## src/rtl/read_port_server.sv

```systemverilog
// Memory-side responder for the accelerator wrapper's read channel: fetches one
// word per request from a fixed-latency memory and returns it with a read_ready pulse.
module read_port_server #(
  parameter int unsigned MEM_AW     = 16,
  parameter int unsigned MEM_LAT    = 2,
  parameter int unsigned ADDR_SHIFT = 2
) (
  input  logic              clk,
  input  logic              reset,
  input  logic              read_enable,
  input  logic              finish_read,
  input  logic [63:0]       read_addr,
  input  logic [63:0]       read_size,
  output logic [63:0]       read_ready,
  output logic [31:0]       read_data,
  output logic              mem_rd_en,
  output logic [MEM_AW-1:0] mem_addr,
  input  logic [31:0]       mem_rd_data,
  output logic              busy,
  output logic [31:0]       words_served,
  output logic              stride_err
);

  localparam int unsigned CW = 4;

  typedef enum logic [1:0] {IDLE, FETCH, WAIT_ACK} state_t;

  state_t            state, state_d;
  logic [CW-1:0]     cnt, cnt_d;
  logic              aborted, aborted_d;
  logic              ready_q, ready_d;
  logic [31:0]       data_d;
  logic              rd_en_d;
  logic [MEM_AW-1:0] addr_d;
  logic [31:0]       ws_d;
  logic              serr_d;
  logic [MEM_AW-1:0] req_word;
  logic              fetch_done;
  logic              deliver;
  logic              unused_addr;

  // Bits outside the word-address slice are deliberately ignored (index wraps).
  assign req_word    = read_addr[ADDR_SHIFT+MEM_AW-1:ADDR_SHIFT];
  assign unused_addr = ^{read_addr[63:ADDR_SHIFT+MEM_AW], read_addr[ADDR_SHIFT-1:0]};

  // An abort seen at any point in FETCH, or at the final cycle, drops the word.
  assign fetch_done = (state == FETCH) && (cnt == CW'(0));
  assign deliver    = fetch_done && !aborted && read_enable;

  assign read_ready = {63'd0, ready_q};

  always_ff @(posedge clk) begin
    if (reset) begin
      state        <= IDLE;
      cnt          <= '0;
      aborted      <= 1'b0;
      ready_q      <= 1'b0;
      read_data    <= '0;
      mem_rd_en    <= 1'b0;
      mem_addr     <= '0;
      busy         <= 1'b0;
      words_served <= '0;
      stride_err   <= 1'b0;
    end else begin
      state        <= state_d;
      cnt          <= cnt_d;
      aborted      <= aborted_d;
      ready_q      <= ready_d;
      read_data    <= data_d;
      mem_rd_en    <= rd_en_d;
      mem_addr     <= addr_d;
      busy         <= (state_d != IDLE);
      words_served <= ws_d;
      stride_err   <= serr_d;
    end
  end

  always_comb begin
    state_d = state;
    case (state)
      IDLE:     if (read_enable) state_d = FETCH;
      FETCH:    if (fetch_done) state_d = deliver ? WAIT_ACK : IDLE;
      WAIT_ACK: begin
        if (finish_read)       state_d = FETCH;
        else if (!read_enable) state_d = IDLE;
      end
      default:  state_d = IDLE;
    endcase
  end

  always_comb begin
    cnt_d     = cnt;
    aborted_d = aborted;
    ready_d   = 1'b0;
    data_d    = read_data;
    rd_en_d   = 1'b0;
    addr_d    = mem_addr;
    ws_d      = words_served;
    serr_d    = stride_err;
    case (state)
      IDLE: begin
        if (read_enable) begin
          rd_en_d   = 1'b1;
          addr_d    = req_word;
          cnt_d     = CW'(MEM_LAT);
          aborted_d = 1'b0;
          if (read_size != 64'd4) serr_d = 1'b1;
        end
      end
      FETCH: begin
        if (!read_enable) aborted_d = 1'b1;
        if (cnt != CW'(0)) begin
          cnt_d = cnt - CW'(1);
        end else if (deliver) begin
          ready_d = 1'b1;
          data_d  = mem_rd_data;
          ws_d    = words_served + 32'd1;
        end
      end
      WAIT_ACK: begin
        if (finish_read) begin
          rd_en_d   = 1'b1;
          addr_d    = req_word;
          cnt_d     = CW'(MEM_LAT);
          aborted_d = 1'b0;
        end
      end
      default: ;
    endcase
  end

endmodule

```

## config.mk

```make
export PLATFORM = sky130hd
export DESIGN_NAME = read_port_server
export DESIGN_NICKNAME = d
export VERILOG_FILES = /design/src/rtl/read_port_server.sv
export SDC_FILE = /design/constraint.sdc
export NUM_CORES = 1
export LEC_CHECK = 0
export BUFFER_PORTS_ARGS = -buffer_cell sky130_fd_sc_hd__buf_2
export CAP_MARGIN = 5
export CORE_AREA = 2 2 122 124
export DETAILED_ROUTE_END_ITERATION = 16
export DIE_AREA = 0 0 124 126
export RECOVER_POWER = 50
export SLEW_MARGIN = 10
export SYNTH_ARGS = -nofsm -noshare
export SYNTH_HDL_FRONTEND = slang
export SYNTH_SLANG_ARGS = --single-unit
```

## constraint.sdc

```tcl
create_clock -name clk -period 2.9 [get_ports clk]
set_clock_uncertainty 0.05 [all_clocks]
set_input_delay 0.145 -clock clk [delete_from_list [all_inputs] [get_ports clk]]
set_output_delay 0.145 -clock clk [all_outputs]
set_load 0.1 [all_outputs]
```

==> results of run 1 <==
-- how the worst max path moves through the flow --
stage | to | slack [ps]
2_1_floorplan | words_served[27]$_SDFFE_PP0P_ | 90
3_3_place_gp | words_served[27]$_SDFFE_PP0P_ | 380
3_5_place_dp | words_served[27]$_SDFFE_PP0P_ | 360
4_1_cts | words_served[27]$_SDFFE_PP0P_ | 340
5_1_grt | words_served[28]$_SDFFE_PP0P_ | 160
6_report | words_served[27]$_SDFFE_PP0P_ | 350
-- flip-flops by register name (all words and copies together) (netlist names) --
| name | flops |
|---|---|
| aborted | 1 |
| words_served | 32 |
| mem_rd_en | 1 |
| busy | 1 |
| cnt | 4 |
| read_data | 32 |
| state | 2 |
| ready_q | 1 |
| mem_addr | 16 |
| stride_err | 1 |
-- logic make-up after synthesis --
| group | synth area share, % |
|---|---|
| mux | 1.02 |
| fa+ha+maj | 0.581 |
| flops | 42.3 |
| buf+inv | 15.0 |
| other cells | 0.0870 |
| xor+xnor | 1.42 |
| simple gates | 25.8 |
| compound gates | 13.8 |
-- final cells by class --
cell class                 instances  area (µm²)
clock inverter                     6        61.3
tap                              184         230
inverter                           9        33.8
multi-input combinational        406        2080
fill                            1500        8430
clock buffer                      10         239
sequential                        91        1820
timing repair buffer             254        1420
-- placed cells by master (no fill, tap or decap), drive strengths merged, types with 2 or more instances in the layout --
cell	count
dfxtp	91
o21ai	6
nand4	11
nor3	5
inv	10
or4	22
xor2	2
buf	121
nor4	20
mux2	3
ha	2
and4	3
clkbuf	96
xnor2	5
or3	5
and2	2
clkinv	4
conb	63
dlygate4sd3	47
nand2b	4
nor2	18
nand2	113
nor2b	5
a21oi	75
o41ai	2
o31ai	18
nand3	9
-- power by group --
group	total [mW]	switching, mW	internal, mW
Clock	1.16	0.540	0.623
Sequential	1.33	0.0328	1.30
Combinational	1.00	0.823	0.178
-- worst min-delay path: cells and delay by family --
kind	cells	cell delay, ps
AOI/OAI and AO/OA	1	50
buffers and inverters	1	100
and+or+nand+nor	1	60
-- routing by layer --
layer | routed length, µm | GRT usage [%] | up-vias | share of wire [%]
li1 | - | - | 2218 | -
met2 | 5580 | 24.0 | 174 | 46
met4 | 133 | 4.10 | 0 | 1.1
met5 | 0 | 0 | - | 0
met3 | 977 | 5.80 | 10 | 8.0
met1 | 5490 | 20.6 | 1973 | 45
-- metrics by stage --
stage	setup WS, ps	total power, mW	instances	util [%]	instance area, µm²
2_1_floorplan	87.7	2.22	601	-	4540
3_3_place_gp	383	2.32	897	36.5	5230
3_5_place_dp	364	2.32	897	36.5	5230
4_1_cts	337	3.56	960	41.9	6000
5_1_grt	165	3.65	960	41.1	5880
6_report	347	3.50	960	41.1	5880
==> impl_metrics.py, run 1 <==
metrics = {
    "clocking": {
        "insertion_delay_ps": 340,
        "cts_tree": "built",
        "ctsHtreeMaxLevel": 3,
        "clock_path_buffers": 2,
        "cts_resized": 0,
        "cts_setup_buffers": 0,
        "clkSinkCount": 91,
        "numCtsBuffers": 9,
        "cts_hold_buf": 47,
        "cts.clk_slew.worst_paths_ps": 70,
        "root_buffer": "clkbuf_16",
    },
    "synthesis": {
        "ys_top_cells_by_area": "dfxtp_1 (42%), buf_4 (11%), nand2_1 (9.8%), a21oi_1 (8.7%), or4_1 (3.7%)",
        "seq_area_frac_synth_pct": 42.3,
        "synth_edf_count": 0,
        "synth-main-ff-cell": "dfxtp_1",
        "ys_ff_latch": 91,
        "syn_area_per_cell_um2": 7.99,
        "yosysWarnings": 0,
        "yosysMostFrequentCell": "nand2_1",
        "synth.distinct_cells": 42,
        "netlist.area_leader.share_pct": 42.3,
        "synth_top_cell_by_area": "dfxtp_1",
        "syn_inst": 539,
        "synthTopCellsByCount": "nand2_1 (113), dfxtp_1 (91), a21oi_1 (75)",
        "synthArstFlopShare_pct": 0,
        "synthesis.area_mm2": 0.00431,
    },
    "die": {
        "die_y_um": 126,
        "core_area_mm2": 0.0143,
        "fp.dieW_um": 124,
        "placementRows": 44,
        "dieArea_mm2": 0.0156,
        "boundaryPins": 311,
        "initial_core_util_pct": 30.1,
    },
    "critical_path": {
        "crit_fanout": 24,
        "r2r_cells": 6,
        "crit_required_ps": 3080,
        "worstSetupPathType": "reg -> reg",
        "start_kind": "flip-flop",
        "crit_family": "simple AND/OR/NAND/NOR gates",
        "crit_path_start": "cnt[0]$_SDFFE_PP0P_",
        "r2r_slack_ps": 350,
        "arrival_ps": 2730,
        "crit_chain": "inv_1 -> ha_1 -> or3b_1 -> or4_4 -> nor4_1 -> mux2_2",
        "max_stage_delay_ps": 690,
        "r2r-end": "words_served[27]$_SDFFE_PP0P_",
        "path_depth": 6,
        "crit_slowest_cell": "or4_4",
        "r2r_start": "cnt[0]$_SDFFE_PP0P_",
        "endpoint_kind": "flip-flop",
        "critPathBufInv": 1,
    },
    "sta": {
        "slew_headroom_pct": 10.8,
        "grt_setup_unrepaired": "false",
        "min_period_ps": 2550,
        "hold_viol": 0,
        "fmax_mhz": 392,
        "setup_violations": 0,
        "finalMaxSlewViolations": 0,
        "tightest_slew_ps": 1340,
        "fin_crit_sh_pct": 88.0,
        "worst_hold_slack_ps": 10.1,
        "setup_tns_ps": 0,
    },
    "min_path": {
        "hold_depth": 3,
        "hp-class": "in -> reg",
        "hold_end": "read_data[17]$_SDFFE_PP0P_",
        "holdCritStartpoint": "mem_rd_data[17]",
    },
    "pwr": {
        "leakagePower_nw": 2.25,
        "ir_drop_uv": 428,
        "p_per_area_mw_per_mm2": 594,
    },
    "detailed_routing": {
        "avgViaCountPerCell": 4.56,
        "drt-total-wl_mm": 12.2,
        "dr.pass1.iters": 4,
        "vias": 4375,
        "drc": 0,
        "ant_nets": 0,
        "routedWlPerCell_um": 12.7,
        "initialDrtViolationCount": 233,
    },
    "final_layout": {
        "nets": 937,
        "area_delta_synth_final_pct": 36.4,
        "drive_above_1_share_pct": 18.6,
        "n_antenna_cell": 0,
    },
    "placed_design": {
        "portBuffers": 199,
        "gp_congestion": 0.766,
        "hpwlAfterDp_mm": 8.47,
    },
    "global_routing": {
        "grt_start_max_net_pins": 65,
        "grt_pass1_wl_mm": 19.5,
        "grtUsageTotal_pct": 15.6,
        "first_global_vias": 4020,
        "overflow": 0,
        "antenna_found_initial": 0,
    },
    "flow_run": {
        "cap_viol_max_count": 0,
    },
    "status": {
        "outcome": "complete, no violations",
    },
}
Power figures use the tool's default switching activity.
==> inputs of run 2 (changes only) <==
- CTS_BUF_LIST: unset -> sky130_fd_sc_hd__clkbuf_16
==> impl_metrics.py, run 2 (synthesized netlist as in run 1, its figures left out) <==
metrics = {
    "placed_design": {
        "portBuffers": 199,
        "pre_cts_ws_ps": 364,
        "hpwlAfterDp_mm": 8.47,
        "placedCellCount": 897,
        "placed_area_mm2": 0.00523,
        "gp_congestion": 0.766,
    },
    "die": {
        "placementRows": 44,
        "dieArea_mm2": 0.0156,
        "core_area_mm2": 0.0143,
        "die_y_um": 126,
        "fp.dieW_um": 124,
        "boundaryPins": 311,
        "initial_core_util_pct": 30.1,
    },
    "critical_path": {
        "crit_path_start": "cnt[0]$_SDFFE_PP0P_",
        "crit_fanout": 24,
        "crit_slowest_cell": "or4_4",
        "arrival_ps": 2740,
        "endpoint_kind": "flip-flop",
        "max_stage_delay_ps": 690,
        "start_kind": "flip-flop",
        "crit_chain": "inv_1 -> ha_1 -> or3b_1 -> or4_4 -> nor4_1 -> mux2_2",
        "r2r_start": "cnt[0]$_SDFFE_PP0P_",
        "crit_required_ps": 3080,
        "worstSetupPathType": "reg -> reg",
    },
    "global_routing": {
        "grt_start_max_net_pins": 65,
        "grtUsageTotal_pct": 15.6,
        "first_global_vias": 4018,
        "overflow": 0,
        "grt_pass1_wl_mm": 19.5,
        "antenna_found_initial": 0,
    },
    "detailed_routing": {
        "avgViaCountPerCell": 4.56,
        "dr.pass1.iters": 4,
        "initialDrtViolationCount": 261,
        "ant_nets": 0,
        "vias": 4380,
        "drc": 0,
        "drt-total-wl_mm": 12.2,
        "routedWlPerCell_um": 12.7,
    },
    "sta": {
        "min_period_ps": 2550,
        "grt_setup_unrepaired": "false",
        "fmax_mhz": 392,
        "slew_headroom_pct": 11.1,
        "fin_crit_sh_pct": 88.1,
        "setup_ws_ps": 346,
        "hold_viol": 0,
        "setup_violations": 0,
        "finalMaxSlewViolations": 0,
        "tightest_slew_ps": 1330,
        "worst_hold_slack_ps": 10.1,
        "setup_tns_ps": 0,
    },
    "final_layout": {
        "stdcell_area_mm2": 0.00587,
        "layout_commonest_cell": "buf_2",
        "n_antenna_cell": 0,
        "final_core_util_pct": 41.0,
        "nets": 937,
        "reg_top3": "read_data: 32 flops, words_served: 32 flops, mem_addr: 16 flops",
        "drive_above_1_share_pct": 18.4,
        "nFillCells": 1500,
        "final_cell_mix": "buf_2 (114), nand2_1 (113), dfxtp_1 (91)",
        "fin_cells": 960,
        "area_delta_synth_final_pct": 36.2,
    },
    "clocking": {
        "numCtsBuffers": 9,
        "cts.clk_slew.worst_paths_ps": 70,
        "ctsHtreeMaxLevel": 3,
        "cts_setup_buffers": 0,
        "cts_hold_buf": 47,
        "root_buffer": "clkbuf_16",
        "cts_resized": 0,
        "clock_path_buffers": 2,
        "clkSinkCount": 91,
        "insertion_delay_ps": 340,
        "cts_tree": "built",
    },
    "flow_run": {
        "cap_viol_max_count": 0,
    },
    "pwr": {
        "leakagePower_nw": 2.24,
        "ir_drop_uv": 425,
        "p_per_area_mw_per_mm2": 591,
        "power.total_mw": 3.47,
    },
    "status": {
        "outcome": "complete, no violations",
    },
    "min_path": {
        "hp-class": "in -> reg",
        "holdCritStartpoint": "mem_rd_data[17]",
    },
}
run 2: area by class of cell:
type / count / area [µm²] / area share (%)
clock buffers: 9 / 225 / 3.84
clock inverters: 7 / 65.1 / 1.11
inverters: 9 / 33.8 / 0.576
multi-input cells: 406 / 2080 / 35.4
flip-flops and latches: 91 / 1820 / 31.0
well taps: 184 / 230 / 3.92
repair buffers: 254 / 1420 / 24.2
run 2: worst max-delay path: cells and delay by family (launching register included):
family,cells,cell delay [ps]
buf+inv,1,70
flops,1,350
fa+ha+maj,1,180
mux,1,370
simple gates,3,1420
run 2: worst paths after layout:
kind                            cells past startpoint  slack [ps]                             to
worst max-delay path                                6         350  words_served[27]$_SDFFE_PP0P_
worst min-delay path                                3          10     read_data[17]$_SDFFE_PP0P_
worst max register to register                      6         350  words_served[27]$_SDFFE_PP0P_
worst min register to register                      2         400     read_data[28]$_SDFFE_PP0P_
run 2: layer usage:
layer	routed length [µm]	part of all wire, %	global-route usage [%]	vias up
li1	-	-	-	2221
met1	5470	45	20.5	1977
met2	5510	45	23.9	170
met3	1010	8.3	5.89	12
met4	185	1.5	4.10	0
met5	0	0	0	-
run 2: report_power, final:
| part | switching [mW] | internal (mW) |
|---|---|---|
| clock | 0.540 | 0.596 |
| sequential | 0.0328 | 1.30 |
| combinational | 0.822 | 0.178 |
| total | 1.39 | 2.07 |
==> inputs of run 3 (changes only) <==
- clock period: 2.9 -> 2.45 ns (I/O delays scaled with it)
==> impl_metrics.py, run 3 (synthesized netlist as in run 1, its figures left out) <==
metrics = {
    "status": {
        "outcome": "complete, no violations",
    },
    "placed_design": {
        "portBuffers": 199,
        "placedCellCount": 900,
        "gp_congestion": 0.772,
        "hpwlAfterDp_mm": 8.57,
    },
    "pwr": {
        "seqPwrFrac_pct": 36.4,
        "p_per_area_mw_per_mm2": 721,
        "p_clk_share_pct": 35.8,
        "p_int_mw": 2.67,
        "swShare_pct": 38.3,
        "comb_power_share_pct": 27.8,
        "power.total_mw": 4.33,
        "p_sw_mw": 1.66,
        "ir_drop_uv": 481,
        "leakagePower_nw": 2.31,
    },
    "detailed_routing": {
        "vias": 4464,
        "dr.pass1.iters": 4,
        "routedWlPerCell_um": 12.9,
        "initialDrtViolationCount": 184,
        "ant_nets": 0,
        "drt-total-wl_mm": 12.5,
        "drc": 0,
        "avgViaCountPerCell": 4.63,
    },
    "sta": {
        "fmax_mhz": 439,
        "tightest_slew_ps": 1240,
        "setup_violations": 0,
        "min_period_ps": 2280,
        "slew_headroom_pct": 17.9,
        "finalMaxSlewViolations": 0,
        "grt_setup_unrepaired": "false",
        "fin_crit_sh_pct": 93.0,
        "hold_viol": 0,
        "worst_hold_slack_ps": 39.4,
    },
    "critical_path": {
        "crit_required_ps": 2670,
        "worstSetupPathType": "reg -> reg",
        "start_kind": "flip-flop",
        "arrival_ps": 2500,
        "r2r_start": "cnt[0]$_SDFFE_PP0P_",
        "endpoint_kind": "flip-flop",
        "crit_path_start": "cnt[0]$_SDFFE_PP0P_",
        "crit_fanout": 24,
    },
    "die": {
        "core_area_mm2": 0.0143,
        "die_y_um": 126,
        "boundaryPins": 311,
        "dieArea_mm2": 0.0156,
        "initial_core_util_pct": 30.1,
        "fp.dieW_um": 124,
        "placementRows": 44,
    },
    "final_layout": {
        "nFillCells": 1497,
        "reg_top3": "read_data: 32 flops, words_served: 32 flops, mem_addr: 16 flops",
        "fin_cells": 964,
        "area_delta_synth_final_pct": 39.5,
        "layout_commonest_cell": "buf_2",
        "n_antenna_cell": 0,
        "final_cell_mix": "buf_2 (115), nand2_1 (113), clkbuf_1 (85)",
        "nets": 941,
        "final_core_util_pct": 42.0,
        "drive_above_1_share_pct": 22.3,
    },
    "clocking": {
        "ctsHtreeMaxLevel": 3,
        "clkSinkCount": 91,
        "root_buffer": "clkbuf_16",
        "cts_tree": "built",
        "numCtsBuffers": 9,
        "cts_setup_buffers": 0,
        "insertion_delay_ps": 350,
        "clock_path_buffers": 2,
        "cts.clk_slew.worst_paths_ps": 70,
    },
    "global_routing": {
        "grtUsageTotal_pct": 15.6,
        "antenna_found_initial": 0,
        "first_global_vias": 4045,
        "grt_pass1_wl_mm": 19.5,
        "overflow": 0,
        "grt_start_max_net_pins": 41,
    },
    "flow_run": {
        "cap_viol_max_count": 0,
    },
    "min_path": {
        "hp-class": "in -> reg",
        "holdCritStartpoint": "finish_read",
    },
}
==> run 3: worst paths after layout <==
path / endpoint / slack [ps] / cells after the start
worst max-delay path: words_served[19]$_SDFFE_PP0P_ / 170 / 6
worst min-delay path: state[1]$_SDFF_PP0_ / 40 / 4
worst max register to register: words_served[19]$_SDFFE_PP0P_ / 170 / 6
worst min register to register: mem_addr[4]$_SDFFE_PP0P_ / 400 / 2
==> run 3: power by group through the flow <==
stage	combinational [mW]	sequential, mW	clock, mW
after global routing	1.26	1.59	1.66
after global placement	1.15	1.61	0
after detailed placement	1.15	1.61	0
after floorplan	0.697	1.94	0
final	1.20	1.58	1.55
after CTS	1.21	1.58	1.60
==> run 3: worst max-delay path, stage by stage (launching register included) <==
cell and delay, ps:
dfxtp_2 350, inv_2 60, ha_4 120, or3b_1 360, or4_4 570, or4_1 540, a21oi_1 150
==> run 3: per-layer routing <==
| metal | track usage (%) | share of wire [%] |
|---|---|---|
| met5 | 0 | 0 |
| met2 | 25.1 | 46 |
| met3 | 6.11 | 7.9 |
| met4 | 4.49 | 1.5 |
| met1 | 19.3 | 45 |
==> run 3: stage by stage <==
stage	TNS [ps]	worst slack, ps	cell area (µm²)
detailed placement	0	65.9	5300
finish	0	171	6010
global route	0	48.6	6010
CTS	0	45.4	6110
floorplan	-19.8	-19.8	4590
global placement	0	111	5300
==> run 3: layout make-up <==
cell class | count | area, µm² | share of cell area, %
multi-input cells | 406 | 2100 | 34.9
flip-flops and latches | 91 | 1850 | 30.8
repair buffers | 258 | 1460 | 24.3
well taps | 184 | 230 | 3.83
clock buffers | 9 | 225 | 3.75
clock inverters | 7 | 109 | 1.81
inverters | 9 | 33.8 | 0.562
==> run 3: repair_timing <==
| item | 4_1_cts | 5_1_grt |
|---|---|---|
| hold endpoints to repair | 48 | 0 |
| hold buffers | 48 | 0 |
| resized for setup | 0 | 1 |
| setup endpoints to repair | 0 | 9 |
